[config.mk]
export PLATFORM = sky130hd
export DESIGN_NAME = fcs_append
export DESIGN_NICKNAME = d
export VERILOG_FILES = /design/src/rtl/eth_pkg.sv /design/src/rtl/crc32_dibit.sv /design/src/rtl/fcs_append.sv
export SDC_FILE = /design/constraint.sdc
export NUM_CORES = 1
export LEC_CHECK = 0
export BUFFER_PORTS_ARGS = -buffer_cell sky130_fd_sc_hd__buf_4
export CORE_ASPECT_RATIO = 0.8
export CORE_MARGIN = 4
export CORE_UTILIZATION = 40
export DETAILED_ROUTE_END_ITERATION = 12
export SKIP_CTS_REPAIR_TIMING = 1
export SYNTH_ARGS = -nofsm -noshare
export SYNTH_HDL_FRONTEND = slang
export SYNTH_SLANG_ARGS = --single-unit
[constraint.sdc]
create_clock -name clk -period 2.54 [get_ports clk]
set_clock_uncertainty 0.15 [all_clocks]
set_input_delay 0.127 -clock clk [delete_from_list [all_inputs] [get_ports clk]]
set_output_delay 0.127 -clock clk [all_outputs]
set_load 0.01 [all_outputs]
[src/rtl/eth_pkg.sv]
// rtl/eth_pkg.sv - shared state encoding and CRC-32 constants for the RMII transmit path
package eth_pkg;

  typedef enum logic [2:0] {
    IDLE,
    DATA,
    PAD,
    FCS,
    GAP
  } state_t;

  localparam logic [31:0] CRC32_POLY    = 32'hEDB88320;
  localparam logic [31:0] CRC32_INIT    = 32'hFFFFFFFF;
  localparam logic [31:0] CRC32_RESIDUE = 32'hDEBB20E3;
  localparam int          FCS_DIBITS    = 16;

endpackage

[src/rtl/crc32_dibit.sv]
// rtl/crc32_dibit.sv - reflected CRC-32 next state for one dibit, bit 0 shifted in first
module crc32_dibit
  import eth_pkg::*;
(
  input  logic [31:0] crc,
  input  logic [1:0]  dibit,
  output logic [31:0] crc_next
);

  logic [31:0] crc_mid;

  assign crc_mid  = {1'b0, crc[31:1]} ^ ((crc[0] ^ dibit[0]) ? CRC32_POLY : 32'h0);
  assign crc_next = {1'b0, crc_mid[31:1]} ^ ((crc_mid[0] ^ dibit[1]) ? CRC32_POLY : 32'h0);

endmodule

[src/rtl/fcs_append.sv]
// rtl/fcs_append.sv - appends Ethernet FCS to an RMII dibit stream and enforces the IFG
// Optional minimum-length zero padding is enabled by defining FCS_APPEND_PAD_EN.
module fcs_append
  import eth_pkg::*;
#(
  parameter int MIN_DIBITS = 240,
  parameter int IFG_DIBITS = 48
) (
  input  logic       clk,
  input  logic       rst,
  input  logic       axiiv,
  input  logic [1:0] axiid,
  output logic       axiov,
  output logic [1:0] axiod,
  output logic       done,
  output logic       err
);

`ifdef FCS_APPEND_PAD_EN
  localparam logic PAD_EN = 1'b1;
`else
  localparam logic PAD_EN = 1'b0;
`endif

  localparam logic [11:0] CNT_MAX  = 12'hFFF;
  localparam logic [11:0] MIN_CNT  = 12'(MIN_DIBITS);
  localparam logic [11:0] GAP_LAST = 12'(IFG_DIBITS - 1);
  localparam logic [3:0]  FCS_LAST = 4'(FCS_DIBITS - 1);

  state_t      state;
  logic [11:0] cnt;
  logic [11:0] gap_cnt;
  logic [31:0] crc;
  logic [31:0] crc_base;
  logic [31:0] crc_upd;
  logic [1:0]  crc_din;
  logic [3:0]  fcs_idx;
  logic        drop;
  logic        axiiv_q;
  logic        pad_more;
  logic        intruder;

  // The first dibit of a frame is folded into the init value in the same cycle it is captured.
  assign crc_base = (state == IDLE) ? CRC32_INIT : crc;
  assign crc_din  = (axiiv && (state == IDLE || state == DATA)) ? axiid : 2'b00;
  assign pad_more = PAD_EN && (cnt < MIN_CNT);
  assign intruder = axiiv && (state == PAD || state == FCS || state == GAP);

  crc32_dibit u_crc (
    .crc      (crc_base),
    .dibit    (crc_din),
    .crc_next (crc_upd)
  );

  always_ff @(posedge clk) begin
    // Not reset: a frame still in flight across reset must be seen to end before a new one starts.
    axiiv_q <= axiiv;
    if (rst) begin
      state   <= IDLE;
      axiov   <= 1'b0;
      axiod   <= 2'b00;
      done    <= 1'b0;
      err     <= 1'b0;
      cnt     <= 12'd0;
      gap_cnt <= 12'd0;
      crc     <= CRC32_INIT;
      fcs_idx <= 4'd0;
      drop    <= 1'b0;
    end else begin
      done <= 1'b0;
      err  <= 1'b0;
      case (state)
        IDLE: begin
          axiov <= 1'b0;
          axiod <= 2'b00;
          if (axiiv && !axiiv_q && !drop) begin
            state <= DATA;
            axiov <= 1'b1;
            axiod <= axiid;
            crc   <= crc_upd;
            cnt   <= 12'd1;
          end else if (!axiiv) begin
            drop <= 1'b0;
          end
        end
        DATA: begin
          axiov <= 1'b1;
          if (axiiv) begin
            axiod <= axiid;
            crc   <= crc_upd;
            if (cnt != CNT_MAX) cnt <= cnt + 12'd1;
          end else if (pad_more) begin
            axiod <= 2'b00;
            crc   <= crc_upd;
            cnt   <= cnt + 12'd1;
            state <= PAD;
          end else begin
            axiod   <= ~crc[1:0];
            fcs_idx <= 4'd1;
            state   <= FCS;
          end
        end
`ifdef FCS_APPEND_PAD_EN
        PAD: begin
          axiov <= 1'b1;
          if (cnt < MIN_CNT) begin
            axiod <= 2'b00;
            crc   <= crc_upd;
            cnt   <= cnt + 12'd1;
          end else begin
            axiod   <= ~crc[1:0];
            fcs_idx <= 4'd1;
            state   <= FCS;
          end
        end
`endif
        FCS: begin
          axiov   <= 1'b1;
          axiod   <= ~crc[{fcs_idx, 1'b0} +: 2];
          fcs_idx <= fcs_idx + 4'd1;
          if (fcs_idx == FCS_LAST) begin
            done    <= 1'b1;
            gap_cnt <= 12'd0;
            state   <= GAP;
          end
        end
        GAP: begin
          axiov   <= 1'b0;
          axiod   <= 2'b00;
          gap_cnt <= gap_cnt + 12'd1;
          if (gap_cnt == GAP_LAST) state <= IDLE;
        end
        default: begin
          axiov <= 1'b0;
          axiod <= 2'b00;
          state <= IDLE;
        end
      endcase
      // A frame arriving while this one is still being finished is dropped whole, flagged once.
      if (intruder) begin
        err  <= !drop;
        drop <= 1'b1;
      end
    end
  end

endmodule

==> results.md, run 1 <==
Outcome:
- The run finished, with violations left.
- The checks that failed: hold timing.

Worst setup path:
- The required time of the critical path is 2.60 ns.
- STA classifies the critical path startpoint as a register.
- The worst setup path is of the reg -> reg kind.
- Walking the worst path, the cells encountered are or2_1 -> o21bai_4 -> a211o_1 -> a2111oi_0 -> a221oi_1.
- The sort of element at the end of the critical path is a register.
- For this design, the slowest cell found on the critical path is sky130_fd_sc_hd__a2111oi_0.
- The data arrival at the endpoint of the critical path is 2.29 ns.
- The maximum net fanout on the critical path is 13.
- In this design, the largest share of critical-path delay is due to compound AO/OA/AOI/OAI gates.
- The combined buffer and inverter count along the critical path is 0.
- The worst stage delay on the critical path is 0.49 ns.

STA:
- On the final layout, the worst hold slack is -0.0164 ns.
- The final sum of negative setup slack is 0 ns.
- Setup repair after global routing left no endpoint under its margin.
- The maximum achievable frequency is 449 MHz.
- The measured slew at the worst slew-check pin is 0.790 ns.
- The max-slew violation count was 0.
- The time the worst path needs with I/O delays and setup is 2.23 ns.
- The number of hold violations in the final report is 1.
- Setup violations remaining at the end of the flow were counted as 0.
- The worst slew slack as a fraction of its limit is 0.473.
- Dividing the final minimum period by the clock period gives 0.877.

Logic synthesis:
- For this run, the leading register cell type out of synthesis is sky130_fd_sc_hd__dfxtp_1.
- The number of nets handed over by synthesis was 357.
- Summing every instance area after synthesis gives 2940 um2.
- A synthesized cell averages 8.39 um2.
- The count of flip-flops with a built-in enable after synthesis is 0.
- The synthesized design spends more area on one cell type than any other, namely sky130_fd_sc_hd__dfxtp_1.
- The fraction of the yosys area taken by sequential cells is 0.395.
- Yosys instantiated no cell more often than sky130_fd_sc_hd__dfxtp_1.
- After synthesis the netlist holds a flip-flop and latch count of 58.
- Yosys attributes the largest share of cell area to sky130_fd_sc_hd__dfxtp_1, sky130_fd_sc_hd__nor2_1, sky130_fd_sc_hd__mux4_2.
- The synthesized instance count is 350.
- The post-synthesis cell type count is 49.
- By count the netlist is led by sky130_fd_sc_hd__dfxtp_1, sky130_fd_sc_hd__nor2_1, sky130_fd_sc_hd__nand2_1.
- The synthesis warning total is 0.
- Counting flops with an async set or reset pin after synthesis yields a share of 0.
- The share of synthesized area in the top cell type comes to 0.395.

Global route:
- Across every metal layer, demand over resource in global routing totals 0.167.
- Entering global routing, the biggest net connects 47 pins.
- The first global-routing pass estimated 11900 um of wire.
- Global routing finished with a remaining overflow of 0.
- The initial antenna violation count was 0.
- The number of global-route vias before repair came to 2366.

Power and ir drop:
- The static leakage power is 1.12 nW.
- The power density over the cells is 595 nW/um2.
- The overall power consumption is 1.93 mW.
- The worst-case IR drop observed on VDD is 222 uV.

Route:
- The post-detailed-routing wire length is 6820 um.
- The number of DRC markers after the initial detailed-route iteration is 168.
- Dividing the detail-routed wire length by the instance count gives 15.3 um.
- The first detailed-routing pass ran for 5 iterations.
- The via count of the routed design is 2584.
- The post-detailed-route count of antenna-violating nets is 0.
- After detailed routing, the number of vias per cell comes to 5.79.
- The final routed DRC violation total is 0.

Final layout:
- After the last flow step, the layout net total stands at 361.
- The number of fill cells is 680.
- Summing all multi-input logic gate instances after layout gives 1640 um2.
- The signed area change from the synthesized netlist to the final layout is 10.7%.
- The number of antenna diodes in the final layout is 0.
- Registers take 1160 um2.
- In the final layout, the share of cells above drive strength 1 is 0.145.

Place:
- Detailed placement finished with a half-perimeter wire length of 4510 um.
- The count of buffers added on input and output ports is 9.
- Routability-driven placement finished with a final weighted congestion of 0.814.

Clock network:
- For this design, the sink count on the clock tree is 58.
- The level count of the clock H-tree is 3.
- TritonCTS built the clock tree.
- No sink is reached through more buffers than the 2 on the longest clock path.
- The later pin in the worst-skew pair is clocked with a latency of 0.35 ns.
- Clock-pin slew was measured on the worst setup and hold paths at 0.07 ns.
- In this run, CTS created clock tree buffers numbering 9.
- The clock root buffer master is sky130_fd_sc_hd__clkbuf_8.

Floorplan:
- The die covers 8780 um2.
- The die is 84.6 um tall.
- In this run the horizontal extent of the chip is 104 um.
- During I/O placement, the number of pins put on the boundary was 10.
- The initial utilization of the core area, before any placement, comes to 0.420.
- The floorplan has 27 rows.
- The core region is 6990 um2.

Flow run:
- The max-capacitance violation count is 0.

Worst hold path:
- In this run the worst hold path is classified as in -> reg.
==> cell families after synthesis <==
group           share of synthesized area
buf+inv                            0.0481
xor+xnor                           0.0418
mux                                0.0729
simple gates                        0.242
flops                               0.395
fa+ha+maj                         0.00852
compound gates                      0.192
==> where the power goes <==
| part | internal (mW) | total, mW | switching, mW |
|---|---|---|---|
| sequential | 0.944 | 0.973 | 0.0290 |
| combinational | 0.0782 | 0.204 | 0.126 |
| clock | 0.375 | 0.755 | 0.380 |
| total | 1.40 | 1.93 | 0.535 |
==> cells in the final DEF, fill, tap and decap left out, drive strengths merged, types with 3 or more instances in the layout <==
master and count:
and3 4, o21ai 9, nand2 40, o22ai 10
buf 18, nor4 7, nor3 10, dfxtp 58
nor2 51, or2 4, nand3b 4, o211ai 16
clkbuf 11, or3 3, a2111oi 6, a221oi 5
inv 4, nand3 11, nand4 3, nor3b 3
clkinv 3, xor2 13, a21oi 27, mux4 8
mux2 3
==> tightest hold or removal path: stages <==
cell and delay, ns:
sky130_fd_sc_hd__buf_4 0.10, sky130_fd_sc_hd__a21oi_1 0.06, sky130_fd_sc_hd__a21oi_1 0.14
==> registers in the layout (all words and copies together) (netlist names) <==
signal,count
axiiv_q,1
axiod,2
axiov,1
crc,32
done,1
drop,1
err,1
fcs_idx,4
gap_cnt,12
state,3
==> final timing paths <==
check           start       end  slack [ns]  cells after the start
min          axiid[0]  axiod[0]       -0.02                      3
max          state[2]   crc[23]        0.31                      5
max reg2reg  state[2]   crc[23]        0.31                      5
min reg2reg   crc[13]   crc[11]        0.35                      2
==> metrics by stage <==
stage	hold WS (ns)	util	area (um2)	std cells	setup slack, ns
6_report	-0.0164	0.465	3250	446	0.313
5_1_grt	0.0319	0.465	3250	446	0.110
4_1_cts	-0.194	0.462	3230	444	0.301
3_5_place_dp	0.171	0.437	3060	428	0.325
3_3_place_gp	0.171	0.437	3060	428	0.423
2_1_floorplan	0.00472	-	2940	350	0.591
==> per-layer routing <==
layer | up-vias | wire (um) | GRT usage
li1 | 1276 | - | -
met1 | 1245 | 3550 | 0.236
met2 | 53 | 2840 | 0.240
met3 | 10 | 301 | 0.0507
met4 | 0 | 129 | 0.0604
met5 | - | 0 | 0
==> final cells by class <==
| cell class | instances | area share |
|---|---|---|
| clock buffer | 11 | 0.0435 |
| clock inverter | 5 | 0.00924 |
| inverter | 4 | 0.00462 |
| multi-input combinational | 261 | 0.504 |
| sequential | 58 | 0.357 |
| tap | 87 | 0.0335 |
| timing repair buffer | 20 | 0.0477 |
Note: power is estimated with default switching activity, not from simulation.
==> inputs of run 2 (changes only) <==
--- a/config.mk
+++ b/config.mk
@@ -8,7 +8,7 @@
 export BUFFER_PORTS_ARGS = -buffer_cell sky130_fd_sc_hd__buf_4
 export CORE_ASPECT_RATIO = 0.8
 export CORE_MARGIN = 4
-export CORE_UTILIZATION = 40
+export CORE_UTILIZATION = 35
 export DETAILED_ROUTE_END_ITERATION = 12
 export SKIP_CTS_REPAIR_TIMING = 1
 export SYNTH_ARGS = -nofsm -noshare
==> constraint.sdc (replaced) <==
create_clock -name clk -period 2.35 [get_ports clk]
set_clock_uncertainty 0.15 [all_clocks]
set_input_delay 0.1175 -clock clk [delete_from_list [all_inputs] [get_ports clk]]
set_output_delay 0.1175 -clock clk [all_outputs]
set_load 0.01 [all_outputs]
==> run 2 against run 1 <==
Compared with the run above: the run still ends with hold timing left; utilization is 4.7 points lower; setup slack worse by 0.10 ns; combinational power is 12% higher; clock power is 36% higher; die area is 13% higher; register-to-register slack worse by 0.10 ns; sequential power is 8% higher; non-clock buffer count is 3 higher; total power is 20% higher; global-route usage is 2.8 points lower; largest power group unchanged.
==> results.md, run 2 (synthesis results as in run 1) <==
Outcome:
- The flow ran to the end, but the final reports show violations.
- The checks that failed: hold timing.

STA:
- The time the worst path needs with I/O delays and setup is 2.14 ns (-0.0851 ns).
- The number of hold violations in the final report is 1 (unchanged).
- The measured slew at the worst slew-check pin came to 0.811 ns (+0.0215 ns).
- The number of endpoints failing setup at the final stage is 0 (unchanged).
- The worst slew slack as a fraction of its limit is 0.459 (-0.0139).
- The worst hold margin came to -0.0110 ns (+0.00533 ns).
- The part of the cycle the worst path needs came to 0.911 (+0.0347).
- The maximum achievable frequency is 467 MHz (+4.0%).
- The max-slew violation count is 0 (unchanged).
- Setup repair after global routing could not meet its margin everywhere.

Power and ir drop:
- The power density over the cells was 688 nW/um2 (+16%).
- The portion of total power attributed to sequential cells is 0.454 (-0.050).
- The design internal power is 1.73 mW (+24%).
- The clock network fraction of design power is 0.447 (+0.056).
- The static leakage power is 1.16 nW (+4.1%).
- The maximum vdd ir drop is 283 uV (+27%).
- The net load switching power is 579 uW (+8.3%).
- The switching power share of the total is 0.250 (-0.0264).
- The overall power consumption was 2.31 mW (+20%).
- The combinational fraction of design power is 0.099 (-0.007).

Route:
- The average vias per placed instance is 5.41 (-6.6%).
- The via count of the routed design is 2542 (-1.6%).
- The final routed DRC violation total is 0 (unchanged).
- The post-detailed-routing wire length came to 6710 um (-1.7%).
- The post-detailed-route count of antenna-violating nets is 0 (unchanged).
- The routed wire length per instance is 14.3 um (-6.7%).
- The number of DRC markers after the initial detailed-route iteration is 167 (-0.60%).
- The number of optimization iterations in the first detailed-route pass came to 4 (-1).

Place:
- The post-placement cell count is 452 (+5.6%).
- The placed wire-length estimate is 4450 um (-1.3%).
- The placer congestion estimate is 0.806 (-1.0%).
- The number of buffer cells added on primary ports came to 9 (unchanged).

Clock network:
- The maximum clock insertion buffer count is 2 (unchanged).
- TritonCTS built the clock tree.
- The clock root buffer master is sky130_fd_sc_hd__clkbuf_8.
- The level count of the clock H-tree came to 3 (unchanged).
- The sink count of the clock tree is 58 (unchanged).
- The clock latency on the worst-skew pair is 0.35 ns (about the same).
- The clock-pin slew on the worst setup and hold paths was 0.06 ns (about the same).
- The total CTS buffers is 9 (unchanged).

Global route:
- The overflow left after global routing came to 0 (unchanged).
- The total global-route track usage was 0.139 (-0.0278).
- The global-route wire length before repair is 11400 um (-4.1%).
- The number of global-route vias before repair is 2268 (-4.1%).
- The initial antenna violation count is 0 (unchanged).
- The largest net degree at the start of global routing was 45 (-4.3%).

Floorplan:
- The effective utilization at floorplan is 0.365 (-0.0554).
- The die span in y was 89.9 um (+6.3%).
- The horizontal die dimension is 110 um (+6.4%).
- The boundary pin count is 10 (unchanged).
- The number of standard-cell rows in the floorplan came to 29 (+7.4%).
- The core outline area is 8060 um2 (+15%).
- The total die area is 9930 um2 (+13%).

Final layout:
- The register with the highest flop count is crc.
- The final instance count without filler cells is 470 (+5.4%).
- The diode insertion count for antenna repair was 0 (unchanged).
- The library cell used most frequently in the layout, excluding fill and tap cells, is sky130_fd_sc_hd__dfxtp_1.
- The utilization after layout is 0.417 (-0.0475).
- Leaving out fill and tap cells, the most frequent cells in the layout are sky130_fd_sc_hd__dfxtp_1, sky130_fd_sc_hd__nor2_1, sky130_fd_sc_hd__nand2_1, sky130_fd_sc_hd__a21oi_1, sky130_fd_sc_hd__buf_4.
- The largest registers in the layout are crc (32), gap_cnt (12), fcs_idx (4).
- The signed area change from the synthesized netlist to the final layout is 14.4%.
- The fraction of layout cells with a size suffix above 1 is 0.155 (+0.00985).
- The number of nets in the layout is 364 (+0.83%).
- The flip-flop count of the largest register, all copies and words added is 32 (unchanged).

Worst setup path:
- The setup path with the least slack is of type reg -> reg.
- Walking the worst path, the cells encountered are or3b_1 -> o21ai_1 -> o211ai_1 -> a2111oi_0 -> a221oi_1.
- The cell with the largest stage delay on the worst path is sky130_fd_sc_hd__a2111oi_0.
- The worst setup path is launched from a register.
- The required time of the critical path is 2.39 ns (-0.21 ns).
- The maximum net fanout on the critical path is 8 (-5).
- The largest delay contributor family on the critical path is compound AO/OA/AOI/OAI gates.
- The worst setup path is captured at a register.
- The combined buffer and inverter count along the critical path is 0 (unchanged).
- The data arrival at the endpoint of the critical path is 2.18 ns (-0.11 ns).
- The worst stage delay on the critical path was 0.48 ns (about the same).

Flow run:
- The max-capacitance violation count came to 0 (unchanged).

Worst hold path:
- The worst min-delay path category is in -> reg.
run 2: final timing paths:
kind                               start  endpoint  slack (ns)  depth (start not counted)
worst max register to register  state[1]   crc[19]        0.21                          5
worst min register to register    crc[8]    crc[6]        0.34                          2
worst min-delay path            axiid[1]  axiod[1]       -0.01                          3
worst max-delay path            state[1]   crc[19]        0.21                          5
run 2: per-layer routing:
| layer | vias up | GRT usage | share of wire |
|---|---|---|---|
| li1 | 1279 | - | - |
| met1 | 1176 | 0.198 | 0.50 |
| met2 | 77 | 0.195 | 0.43 |
| met3 | 10 | 0.0503 | 0.061 |
| met4 | 0 | 0.0410 | 0.011 |
| met5 | - | 0 | 0 |
run 2: cell type report:
class / count / area [um2]
repair buffers: 23 / 190
well taps: 108 / 135
inverters: 4 / 15.0
clock buffers: 11 / 141
fillers: 805 / 4690
flip-flops and latches: 58 / 1160
multi-input cells: 261 / 1640
clock inverters: 5 / 77.6
run 2: worst min-delay path: cells and delay by family:
kind / cells / cell delay [ns]
compound gates: 2 / 0.21
buf+inv: 1 / 0.10
run 2: through the flow:
step,TNS (ns),hold WS [ns],instance area (um2),setup WS (ns)
after floorplan,0,-0.00478,2940,0.401
after global placement,0,0.162,3120,0.283
after detailed placement,0,0.168,3120,0.205
after CTS,0,-0.203,3340,0.191
after global routing,-0.0206,0.0130,3360,-0.0126
final,0,-0.0110,3360,0.208
run 2: power groups by stage:
stage | combinational, mW | sequential [mW] | clock (mW)
6_report | 0.229 | 1.05 | 1.03
5_1_grt | 0.255 | 1.06 | 1.10
4_1_cts | 0.224 | 1.05 | 1.05
3_5_place_dp | 0.223 | 1.07 | 0
3_3_place_gp | 0.221 | 1.07 | 0
2_1_floorplan | 0.167 | 1.06 | 0
==> inputs of run 3 (changes only) <==
--- a/config.mk
+++ b/config.mk
@@ -5,7 +5,7 @@
 export SDC_FILE = /design/constraint.sdc
 export NUM_CORES = 1
 export LEC_CHECK = 0
-export BUFFER_PORTS_ARGS = -buffer_cell sky130_fd_sc_hd__buf_4
+export BUFFER_PORTS_ARGS = -buffer_cell sky130_fd_sc_hd__buf_2
 export CORE_ASPECT_RATIO = 0.8
 export CORE_MARGIN = 4
 export CORE_UTILIZATION = 35
==> run 3 against run 2 <==
Compared with the run above: total power is 3.7% lower; sequential power about the same; combinational power barely moved; sequential share of layout area grew 0.26 points; fmax fell by 2.8%; largest power group unchanged; count of clock-buffer cells in the layout unchanged; setup slack got worse by 0.062 ns; via count is 0.87% higher; wire length grew 1.6%; flip-flop and latch count unchanged; die area unchanged; clock power shrank 8%; the run still ends with hold timing left.
==> results.md, run 3 (synthesis results as in run 1) <==
Route:
- The post-detailed-route count of antenna-violating nets is 0 (unchanged).
- The post-detailed-routing wire length is 6820 um (+1.6%).
- The final routed DRC violation total is 0 (unchanged).
- The via count of the routed design is 2564 (+0.87%).
- The average vias per placed instance is 5.44 (+0.65%).
- The number of optimization iterations in the first detailed-route pass is 5 (+1).
- The number of DRC markers after the initial detailed-route iteration is 206 (+23%).
- The routed wire length per instance is 14.5 um (+1.4%).

Global route:
- The global-route wire length before repair came to 11500 um (+0.97%).
- The initial antenna violation count is 0 (unchanged).
- The largest net degree at the start of global routing is 44 (-2.2%).
- The total global-route track usage is 0.140 (+0.00118).
- The number of global-route vias before repair is 2265 (-0.13%).
- The overflow left after global routing is 0 (unchanged).

Power and ir drop:
- The static leakage power is 1.16 nW (-0.27%).
- The power density over the cells was 667 nW/um2 (-3.1%).
- The maximum vdd ir drop was 282 uV (-0.61%).

Worst setup path:
- In this run the critical register-to-register path is launched from state[2].
- STA classifies the critical path endpoint as a register.
- The startpoint class of the critical path is a register.
- The count of cells along the worst register-to-register path is 6 (+1).
- The maximum net fanout on the critical path came to 13 (+5).
- In this run the critical register-to-register path is captured at crc[8].
- The worst setup path is of the reg -> reg kind.
- The required time of the critical path is 2.41 ns (+0.02 ns).
- The data arrival at the endpoint of the critical path came to 2.26 ns (+0.08 ns).
- The internal reg-to-reg setup slack is 0.15 ns (-0.06 ns).

Final layout:
- In the layout the commonest cells are sky130_fd_sc_hd__dfxtp_1, sky130_fd_sc_hd__nor2_1, sky130_fd_sc_hd__nand2_1, sky130_fd_sc_hd__a21oi_1, sky130_fd_sc_hd__o211ai_1.
- The largest registers in the layout are crc (32), gap_cnt (12), fcs_idx (4).
- The number of nets in the layout is 365 (+0.27%).
- The area growth from synthesis to layout is 13.7%.
- The fraction of layout cells with a size suffix above 1 is 0.171 (+0.0161).
- Leaving out fill and tap cells, the most frequent cell in the layout is sky130_fd_sc_hd__dfxtp_1.
- The flip-flop count of the largest register, all copies and words added came to 32 (unchanged).
- The utilization after layout is 0.415 (-0.00264).
- The finished layout cell area is 3340 um2 (-0.63%).
- The diode insertion count for antenna repair is 0 (unchanged).
- More flip-flops sit in one register than any other, and that register is crc.

Clock network:
- The cell sitting at the root of the clock tree is a sky130_fd_sc_hd__clkbuf_8.
- The total CTS buffers came to 9 (unchanged).
- The sink count of the clock tree is 58 (unchanged).
- The clock-pin slew on the worst setup and hold paths is 0.07 ns (about the same).
- The maximum clock insertion buffer count is 2 (unchanged).
- The level count of the clock H-tree came to 3 (unchanged).
- TritonCTS built the clock tree.
- The clock latency on the worst-skew pair is 0.35 ns (about the same).

Floorplan:
- The horizontal die dimension came to 110 um (unchanged).
- The number of standard-cell rows in the floorplan was 29 (unchanged).
- The core outline area is 8060 um2 (unchanged).
- The die span in y is 89.9 um (unchanged).
- The total die area is 9930 um2 (unchanged).
- The effective utilization at floorplan is 0.365 (unchanged).
- The boundary pin count was 10 (unchanged).

Worst hold path:
- The number of stages on the worst hold path is 3 (unchanged).
- For hold timing, the worst endpoint is axiod[1].
- The path class of the tightest hold or removal check is in -> reg.
- The beginning of the worst hold path is axiid[1].

Place:
- The placer congestion estimate came to 0.797 (-1.1%).
- The number of buffer cells added on primary ports is 9 (unchanged).
- The placed wire-length estimate came to 4520 um (+1.5%).
- The cell area reported after detailed placement is 3100 um2 (-0.48%).

STA:
- The number of endpoints failing setup at the final stage is 0 (unchanged).
- The worst hold margin is -0.0259 ns (-0.0149 ns).
- The part of the cycle the worst path needs is 0.938 (+0.0263).
- The time the worst path needs with I/O delays and setup is 2.20 ns (+0.0619 ns).
- The measured slew at the worst slew-check pin came to 1.05 ns (+0.240 ns).
- The maximum achievable frequency is 454 MHz (-2.8%).
- The worst slew slack as a fraction of its limit is 0.299 (-0.160).
- The number of hold violations in the final report is 2 (+1).
- The max-slew violation count is 0 (unchanged).
- The final sum of negative setup slack was 0 ns (unchanged).
- Setup repair after global routing left no endpoint under its margin.

Flow run:
- The max-capacitance violation count came to 0 (unchanged).

Outcome:
- The checks that failed: hold timing.
- The flow ran to the end, but the final reports show violations.
## run 3: cell count changes in the layout (fill, tap and decap cells not counted), sizes merged
cell         change
dlygate4sd3      -1
buf              +2
clkinv           +1
bufinv           -1
## run 3: how the worst max path moves through the flow
| stage | start | to | slack (ns) | cells past startpoint |
|---|---|---|---|---|
| final | state[2] | crc[8] | 0.15 | 6 |
| after detailed placement | state[0] | crc[8] | 0.15 | 5 |
| after floorplan | fcs_idx[1] | axiod[1] | 0.40 | 6 |
| after global routing | state[2] | crc[29] | 0.01 | 6 |
| after global placement | state[2] | crc[19] | 0.22 | 5 |
| after CTS | state[0] | crc[29] | 0.1 | 5 |
## run 3: worst max-delay path, cell delays in order, from the launching register on
cell                        delay (ns)
sky130_fd_sc_hd__dfxtp_1          0.41
sky130_fd_sc_hd__or3b_1           0.44
sky130_fd_sc_hd__o21ai_1          0.22
sky130_fd_sc_hd__o211ai_1         0.13
sky130_fd_sc_hd__buf_4            0.18
sky130_fd_sc_hd__a2111oi_0        0.45
sky130_fd_sc_hd__a211oi_1         0.08
## run 3: per-layer routing
metal,up-vias,track usage,wire (um)
met5,-,0,0
met4,0,0.0523,58
met3,8,0.0416,349
met2,56,0.185,2820
met1,1215,0.211,3590
li1,1285,-,-
## run 3: stage by stage
stage | instances | setup WS (ns) | total power [mW]
2_1_floorplan | 350 | 0.401 | 1.23
3_3_place_gp | 453 | 0.222 | 1.29
4_1_cts | 469 | 0.0981 | 2.24
6_report | 471 | 0.147 | 2.23
3_5_place_dp | 453 | 0.147 | 1.29
5_1_grt | 471 | 0.0126 | 2.32
## run 3: cell type report
class	count	area, um2
Fill cell	805	4720
Multi-Input combinational cell	261	1650
Sequential cell	58	1160
Timing Repair Buffer	24	173
Clock buffer	11	151
Tap cell	108	135
Clock inverter	5	52.6
Inverter	4	15.0
## run 3: power by group
| part | switching, mW | leakage (nW) | total, mW | internal [mW] |
|---|---|---|---|---|
| clock | 0.405 | 0.105 | 0.946 | 0.541 |
| combinational | 0.136 | 0.580 | 0.226 | 0.0892 |
| sequential | 0.0343 | 0.474 | 1.06 | 1.02 |
